## src/rtl/hazard_scoreboard.sv

```systemverilog
// rtl/hazard_scoreboard.sv - decode-stage hazard unit: Tnew/Tuse stall, forward select, MDU busy
//
// Tracks in-flight GPR writers across STAGES post-decode stages. Each entry
// holds {valid, dst, tnew} and shifts one stage per clock while its tnew
// counts down. The decode instruction's operands are compared against the
// youngest matching writer to produce a stall and a forward-source select.
// A multiply/divide busy counter stalls MD-class instructions while the
// MDU is occupied.
//
// Optional build macro: HAZARD_STATS_EN adds stall_cnt / md_stall_cnt.
//
// Ports:
//   clk, reset_n                  clock, synchronous active-low reset
//   d_valid                       decode slot holds a real instruction
//   d_rs, d_rt, d_tuse_rs/rt      source indices and cycles until needed (all-ones = unused)
//   d_we, d_dst, d_tnew           destination write enable, index, cycles until ready at D
//   d_md, d_md_start, d_md_div    MDU use, multi-cycle launch, divide(1)/multiply(0)
//   flush                         exception/eret flush
//   stall                         freeze PC and D, bubble into E
//   fwd_sel_rs, fwd_sel_rt        0 = regfile, i = stage i
//   md_busy                       MDU counter nonzero
//   stall_cnt, md_stall_cnt       (HAZARD_STATS_EN only) saturating stall cycle counters

module hazard_scoreboard #(
  parameter int STAGES      = 3,
  parameter int REG_AW      = 5,
  parameter int TW          = 2,
  parameter int MULT_CYCLES = 5,
  parameter int DIV_CYCLES  = 10
) (
  input  logic              clk,
  input  logic              reset_n,
  input  logic              d_valid,
  input  logic [REG_AW-1:0] d_rs,
  input  logic [REG_AW-1:0] d_rt,
  input  logic [TW-1:0]     d_tuse_rs,
  input  logic [TW-1:0]     d_tuse_rt,
  input  logic              d_we,
  input  logic [REG_AW-1:0] d_dst,
  input  logic [TW-1:0]     d_tnew,
  input  logic              d_md,
  input  logic              d_md_start,
  input  logic              d_md_div,
  input  logic              flush,
  output logic              stall,
  output logic [2:0]        fwd_sel_rs,
  output logic [2:0]        fwd_sel_rt,
  output logic              md_busy
`ifdef HAZARD_STATS_EN
  ,
  output logic [31:0]       stall_cnt,
  output logic [31:0]       md_stall_cnt
`endif
);

  localparam int MD_MAX = (MULT_CYCLES > DIV_CYCLES) ? MULT_CYCLES : DIV_CYCLES;
  localparam int MDW    = $clog2(MD_MAX + 1);
  localparam logic [TW-1:0] TUSE_NONE = '1;

  logic [STAGES:1]   valid_q, valid_d;
  logic [REG_AW-1:0] dst_q  [1:STAGES];
  logic [REG_AW-1:0] dst_d  [1:STAGES];
  logic [TW-1:0]     tnew_q [1:STAGES];
  logic [TW-1:0]     tnew_d [1:STAGES];
  logic [MDW-1:0]    md_cnt_q, md_cnt_d;

  logic          rs_hit, rt_hit;
  logic [2:0]    rs_sel, rt_sel;
  logic [TW-1:0] rs_tnew, rt_tnew;
  logic          rs_stall, rt_stall, md_stall;

  // Youngest-match search: walk from oldest to youngest so the lowest
  // index that matches is the one left standing. $0 never matches.
  always_comb begin
    rs_hit  = 1'b0;
    rs_sel  = 3'd0;
    rs_tnew = '0;
    rt_hit  = 1'b0;
    rt_sel  = 3'd0;
    rt_tnew = '0;
    for (int i = STAGES; i >= 1; i--) begin
      if (valid_q[i] && (dst_q[i] == d_rs) && (d_rs != '0)) begin
        rs_hit  = 1'b1;
        rs_sel  = 3'(i);
        rs_tnew = tnew_q[i];
      end
      if (valid_q[i] && (dst_q[i] == d_rt) && (d_rt != '0)) begin
        rt_hit  = 1'b1;
        rt_sel  = 3'(i);
        rt_tnew = tnew_q[i];
      end
    end
  end

  assign md_busy  = reset_n && (md_cnt_q != '0);
  assign rs_stall = rs_hit && (d_tuse_rs != TUSE_NONE) && (rs_tnew > d_tuse_rs);
  assign rt_stall = rt_hit && (d_tuse_rt != TUSE_NONE) && (rt_tnew > d_tuse_rt);
  assign md_stall = d_valid && d_md && md_busy;

  // Flush overrides every stall source so the flushed slot becomes a bubble.
  assign stall      = reset_n && !flush && (rs_stall || rt_stall || md_stall);
  assign fwd_sel_rs = reset_n ? rs_sel : 3'd0;
  assign fwd_sel_rt = reset_n ? rt_sel : 3'd0;

  always_comb begin
    valid_d = '0;
    for (int i = 1; i <= STAGES; i++) begin
      dst_d[i]  = '0;
      tnew_d[i] = '0;
    end

    // Age every entry one stage; tnew saturates at zero.
    for (int i = 2; i <= STAGES; i++) begin
      valid_d[i] = valid_q[i-1];
      dst_d[i]   = dst_q[i-1];
      tnew_d[i]  = (tnew_q[i-1] != '0) ? (tnew_q[i-1] - TW'(1)) : '0;
    end

    // Insert the decode instruction unless it is a bubble, stalled or flushed.
    if (!stall && !flush && d_valid) begin
      valid_d[1] = d_we && (d_dst != '0);
      dst_d[1]   = d_dst;
      tnew_d[1]  = (d_tnew != '0) ? (d_tnew - TW'(1)) : '0;
    end

    // The last tracked stage is already committed and survives a flush.
    if (flush) begin
      for (int i = 1; i < STAGES; i++) begin
        valid_d[i] = 1'b0;
      end
    end

    // A flush does not cancel an MDU op that is already running.
    if (d_valid && d_md_start && !stall && !flush) begin
      md_cnt_d = d_md_div ? MDW'(DIV_CYCLES) : MDW'(MULT_CYCLES);
    end else if (md_cnt_q != '0) begin
      md_cnt_d = md_cnt_q - MDW'(1);
    end else begin
      md_cnt_d = md_cnt_q;
    end
  end

  always_ff @(posedge clk) begin
    if (!reset_n) begin
      valid_q  <= '0;
      md_cnt_q <= '0;
      for (int i = 1; i <= STAGES; i++) begin
        dst_q[i]  <= '0;
        tnew_q[i] <= '0;
      end
    end else begin
      valid_q  <= valid_d;
      md_cnt_q <= md_cnt_d;
      for (int i = 1; i <= STAGES; i++) begin
        dst_q[i]  <= dst_d[i];
        tnew_q[i] <= tnew_d[i];
      end
    end
  end

`ifdef HAZARD_STATS_EN
  logic [31:0] stall_cnt_q, stall_cnt_d;
  logic [31:0] md_stall_cnt_q, md_stall_cnt_d;

  always_comb begin
    stall_cnt_d    = stall_cnt_q;
    md_stall_cnt_d = md_stall_cnt_q;
    if (stall && (stall_cnt_q != 32'hFFFF_FFFF)) begin
      stall_cnt_d = stall_cnt_q + 32'd1;
    end
    if (md_stall && (md_stall_cnt_q != 32'hFFFF_FFFF)) begin
      md_stall_cnt_d = md_stall_cnt_q + 32'd1;
    end
  end

  always_ff @(posedge clk) begin
    if (!reset_n) begin
      stall_cnt_q    <= '0;
      md_stall_cnt_q <= '0;
    end else begin
      stall_cnt_q    <= stall_cnt_d;
      md_stall_cnt_q <= md_stall_cnt_d;
    end
  end

  assign stall_cnt    = stall_cnt_q;
  assign md_stall_cnt = md_stall_cnt_q;
`endif

endmodule

```

## config.mk

```make
export PLATFORM = sky130hd
export DESIGN_NAME = hazard_scoreboard
export DESIGN_NICKNAME = d
export VERILOG_FILES = /design/src/rtl/hazard_scoreboard.sv
export SDC_FILE = /design/constraint.sdc
export NUM_CORES = 1
export LEC_CHECK = 0
export ABC_AREA = 1
export CAP_MARGIN = 30
export CORE_UTILIZATION = 46
export DETAILED_ROUTE_END_ITERATION = 8
export PLACE_DENSITY = 0.74
export RECOVER_POWER = 100
export SLEW_MARGIN = 20
export SYNTH_ARGS = -nofsm -noshare
export SYNTH_HDL_FRONTEND = slang
export SYNTH_SLANG_ARGS = --single-unit
```

## constraint.sdc

```tcl
create_clock -name clk -period 2.6 [get_ports clk]
set_input_delay 0.52 -clock clk [delete_from_list [all_inputs] [get_ports clk]]
set_output_delay 0.52 -clock clk [all_outputs]
set_load 0.02 [all_outputs]
```

## After elaboration in Yosys (flattened, before gate mapping)

Memory sizes are Yosys's and may differ from the RTL's.
Index checks and enable logic that the tools add are counted.

- Equality and inequality tests: 8
- Reductions and logical operators: 41
- $add $sub $neg: 4
- Bitwise operators: 8
- Mux-type cells: 36
- Magnitude comparators: 2

Operator list:

| kind | count |
|---|---|
| 5-bit == test | 6 |
| 2-bit 2-to-1 mux | 15 |
| 1-bit logical AND | 27 |
| 5-bit 2-to-1 mux | 4 |
| 3-bit 2-to-1 mux | 6 |
| 5-bit nonzero test | 3 |
| 4-bit 2-to-1 mux | 3 |
| 1-bit 2-to-1 mux | 8 |
| 2-bit nonzero test | 4 |
| 1-bit bitwise OR | 6 |
| 2-bit by 1-bit subtractor with 2-bit output (second input constant) | 3 |
| 2-bit greater-than comparator | 2 |
| 2-bit != test (second input constant) | 2 |
| 4-bit nonzero test | 1 |
| 4-bit by 1-bit subtractor with 4-bit output (second input constant) | 1 |
| 3-bit OR reduction | 1 |
| 1-bit zero test | 2 |
| 1-bit logical OR | 2 |
| 1-bit NOT | 2 |
| 2-bit OR reduction | 1 |

- Word-level logic and storage cells: 105
- Register bits: 7
- Memory bits (writable): 21
- Bits of input ports: 29
- Memories kept: 2
- Output and inout port bits: 8

Memories:

| name | depth | bits a word | rd ports | clocked after Yosys merged registers in | write ports | RTL line | text |
|---|---|---|---|---|---|---|---|
| dst_q | 3 | 5 | 3 | 0 | 3 | 61 | `logic [REG_AW-1:0] dst_q [1:STAGES];` |
| tnew_q | 3 | 2 | 3 | 0 | 3 | 63 | `logic [TW-1:0] tnew_q [1:STAGES];` |

## Logic depth before layout (Yosys ltp)

An unclocked memory read counts as a cell.

- Depth after elaboration: 17
- Gate-level depth with buffers: 24
- Depth with buffers taken out: 24

## Least setup slack after synthesis

Ideal clock, no wire load.

- Path type: input to output
- From: in d_rs[4]
- To: out stall
- Path buffers: 0
- Required time: 2.080 ns
- Arrival time: 2.293 ns
- Setup slack: -0.213 ns
- Stages on the path: 16
- Path through: inv_2 > nand3_1 > nor2_2 > nor2_1 > nand2_1 > inv_1 > nor2_1 > nand2_1 > o211ai_1 > o21ai_0 > ha_1 > a221oi_1 > nand2_2 > nand3_2 > nand2_4 > inv_1

- Word-level cells in the longest chain between the ends: 11
- Elaborated cells on any way between the ends: 22
- Those cells by class: 1 x order compare; 3 x eq/ne; 6 x mux; 12 x reduce/logical

RTL lines:

| what | RTL line | text |
|---|---|---|
| start, declared | 34 | `input logic [REG_AW-1:0] d_rs,` |
| 5-bit == test | 82 | `if (valid_q[i] && (dst_q[i] == d_rs) && (d_rs != '0)) begin` |
| 1-bit logical AND (2 in a row) | 82 |  |
| 2-bit 2-to-1 mux / 1-bit 2-to-1 mux (equally long branches) (3 in a row) | 82 |  |
| 2-bit greater-than comparator / 1-bit logical AND (equally long branches) | 96 | `assign rs_stall = rs_hit && (d_tuse_rs != TUSE_NONE) && (rs_tnew > d_tuse_rs);` |
| 1-bit logical AND * | 96 |  |
| 1-bit logical OR * (2 in a row) | 101 | `assign stall = reset_n && !flush && (rs_stall \|\| rt_stall \|\| md_stall);` |
| 1-bit logical AND * | 101 |  |
| end, declared | 45 | `output logic stall,` |

Mark *: on every way between the ends. The rest lies on a longest branch, timed or not.

## Worst setup path after layout

- From: in d_rt[0]
- To: out stall

- Word-level cells in the longest chain between the ends: 11
- Elaborated cells on any way between the ends: 22
- Those cells by class: 1 x order compare; 3 x eq/ne; 6 x mux; 12 x reduce/logical

RTL lines:

| what | RTL line | text |
|---|---|---|
| start, declared | 35 | `input logic [REG_AW-1:0] d_rt,` |
| 5-bit == test | 87 | `if (valid_q[i] && (dst_q[i] == d_rt) && (d_rt != '0)) begin` |
| 1-bit logical AND (2 in a row) | 87 |  |
| 2-bit 2-to-1 mux / 1-bit 2-to-1 mux (equally long branches) (3 in a row) | 87 |  |
| 2-bit greater-than comparator / 1-bit logical AND (equally long branches) | 97 | `assign rt_stall = rt_hit && (d_tuse_rt != TUSE_NONE) && (rt_tnew > d_tuse_rt);` |
| 1-bit logical AND * | 97 |  |
| 1-bit logical OR * (2 in a row) | 101 |  |
| 1-bit logical AND * | 101 |  |

Marked as above.

==> metrics.md <==
| Metric | Value |
|---|---|
| Status | finished, violations left |
| Failing checks | negative setup slack |
| Met3 usage | 0.04340 |
| Worst rel slew slack | 0.6346 |
| Post-synth top area cell | dfxtp_1 |
| Vias in the first global route | about 1900 |
| Routed Antenna Nets | 0 |
| RSZ-0062 raised after global routing | true |
| Clk sinks | 28 |
| Leak Pwr | roughly 1.5 nW |
| Full die area | roughly 0.0043 mm2 |
| Placed Cells | just over 400 |
| Worst-margin pin slew | 548.1 ps |
| Site row count | 22 |
| Hold Violations, Final | 0 |
| Min Tclk post-route | about 3000 ps |
| Die W | about 66 um |
| Synth Instances | approximately 300 |
| Total GRT Usage | 0.2357 |
| Busiest metal layer after global routing | met2 |
| Hold_ws | ~440 ps |
| Grt met1 use | 0.2959 |
| Ys Warns | 0 |
| Layout area overhead | 47.75% |
| Tightest Hold Check Type | reg2reg |
| Final worst slack | -392.6 ps |
| Power share of the clock group | 0.284 |
| Netlist cell types | 27 |
| Final Util | 0.7289 |
| Final #Nets | about 420 |
| GR Util met2 | 0.4201 |
| CP Capture Type | output port |
| Starting Density | 0.4934 |
| Initial antenna violation count | 0 |
| Most common cell after layout, fill and taps aside | nand2_1 |
| Finished Layout Cells | 426 |
| CTS root buffer | clkbuf_8 |
| CTS tree | yes |
| Clock Skews | 2.603 ps |
| Antenna Cells | 0 |
| DRT Wirelength | between 4000 and 5000 um |
| Number of buffers created by CTS | 3 |
| Register area share after synthesis | 0.3013 |
| Max-cap check violation count | 0 |
| Net Sw Frac | 0.3054 |
| Max Fclk | about 330 MHz |
| Reg2Reg Setup Slack | -130 ps |
| Critical path fanouts, max | 5 |
| Number of synthesized register bits | 28 |
| Gp weighted congestion | between 0.9 and 1 |
| Crit path required time | about 2100 ps |
| Top cells by area, synth | dfxtp_1 (30%), nand2_1 (19%), inv_1 (13%) |
| Die Y | ~66 um |
| Avg Inst Size Synth | 6.140 um2 |
| NetSw | between 0.3 and 0.4 mW |
| Core Region | between 0.003 and 0.004 mm2 |
| Most frequent cells in the layout | nand2_1 (87), inv_1 (58), buf_4 (36), nor2_1 (22), dfxtp_1 (21) |
| Worst setup path category | in2out |
| Startpoint types | input pin |
| Routed len/inst | approximately 11 um |
| Setup_tns | -1681 ps |
| Final setup violation count | 13 |
| Gate power share | 0.326 |
| Worst-path clk slew | 100 ps |
| Max VDD drop | 0.0003562 V |
| Max H-tree Level | 1 |
| Top-level I/O count | 37 |
| Residual DRC count | 0 |
| Clk buf depth | 2 |
| Seq pwr share | 0.390 |
| Via count | 1999 |
| Arr. time, crit path | approximately 2500 ps |
| Post-detail-place hpwl | around 3600 um |
| Max Transition Viols Final | 0 |
| First-pass GRT wire length | 7914 um |
| Final Cycle Share | 1.151 |
| Vias/cell | roughly 4.7 |
| First drt pass iteration count | 4 |
| Area share of the largest cell type after synthesis | 0.3013 |
| Layout cells sized above 1 | 0.3016 |
| Pwr Density | 438.9 mW/mm2 |
| Clock Latency Late Sink | 270 ps |
| P_int | 0.8380 mW |
| Synthesized area | roughly 0.0019 mm2 |
| Port buffer count | 34 |
| Overflow left after global routing | 0 |
| Initial DRC Count | 128 |
| Largest net degree at the start of global routing | 17 |
Yosys cell counts:
cell      count
nand2_2       2
o22ai_1       1
ha_1          8
a21oi_1      11
a31oi_1       1
xnor2_1       6
o211ai_1      1
a221oi_1      3
nand2_1      92
nand3_4       1
nand3_1      15
conb_1        1
o21ai_0       5
nor3_1        7
nand4_1       1
nand2_4       2
buf_4         2
inv_2         6
nand3_2       3
xor2_1        2
dfxtp_1      28
a211oi_1      2
nor2_2        5
o31ai_1       1
nor2_1       30
clkbuf_1      2
inv_1        65
through the flow:
stage          instance area, um2  worst slack, ps  total power [mW]
3_5_place_dp                 2495            -1355            0.8514
3_3_place_gp                 2495            -1298            0.8449
5_1_grt                      2749           -574.5             1.282
4_1_cts                      2623           -391.4             1.195
2_1_floorplan                1892           -58.13            0.7267
6_report                     2749           -392.6             1.206
power by group through the flow:
stage          Combinational, mW  Clock [mW]  Sequential (mW)
2_1_floorplan              0.248           0            0.479
3_3_place_gp               0.364           0            0.481
3_5_place_dp               0.370           0            0.482
4_1_cts                    0.371       0.353            0.471
5_1_grt                    0.438       0.371            0.474
6_report                   0.394       0.342            0.470
what timing repair did:
item                                    in CTS  in global routing
endpoints found under the setup margin      18                 14
gates resized for setup                     74                 36
hold buffers                                 0                  0
buffers inserted                             6                  4
pin swaps                                   23                 17
registers in the layout (all words and copies together), names as in the netlist:
name / count
dst_q: 15
valid_q: 3
tnew_q: 6
md_cnt_q: 4
cell families after synthesis:
group	count (synthesis)	share of synthesized area
adders and majority gates	8	0.05380
AOI/OAI and AO/OA	25	0.08003
xor gates and xnor gates	8	0.03766
DFF	28	0.3013
and+or+nand+nor	158	0.3699
buffers and inverters	75	0.1553
other	1	0.002016
worst paths after layout:
path | from | to | cells after the start
setup / recovery | d_rt[0] | stall | 17
hold / removal | valid_q[2] | valid_q[3] | 2
setup reg to reg | dst_q[0][11] | tnew_q[0][3] | 19
hold reg to reg | valid_q[2] | valid_q[3] | 2
worst max-delay path, stage by stage:
cell	delay [ps]
buf_2	130
inv_1	80
nand2_1	60
nand3_1	100
nor2_1	110
nand2_1	100
inv_2	110
nor2_4	40
a221oi_2	220
a21oi_1	70
ha_1	330
a221oi_2	220
nand2_1	90
nand3_2	80
nand2_4	60
inv_4	50
buf_6	100
layout make-up:
cell class	count	area [um2]
Clock inverter	1	30.03
Tap cell	48	60.06
Multi-Input combinational cell	201	1166
Sequential cell	28	574.3
Fill cell	332	1022
Timing Repair Buffer	74	605.6
Clock buffer	3	41.29
Inverter	71	271.5
layer usage:
layer / wire length [um] / vias up / part of all wire
met5: 0 / - / 0
met3: 178 / 2 / 0.037
met2: 2426 / 44 / 0.51
li1: - / 1062 / -
met1: 2130 / 891 / 0.45
met4: 17 / 0 / 0.0036
No activity file was read; power rests on OpenSTA's default activity.
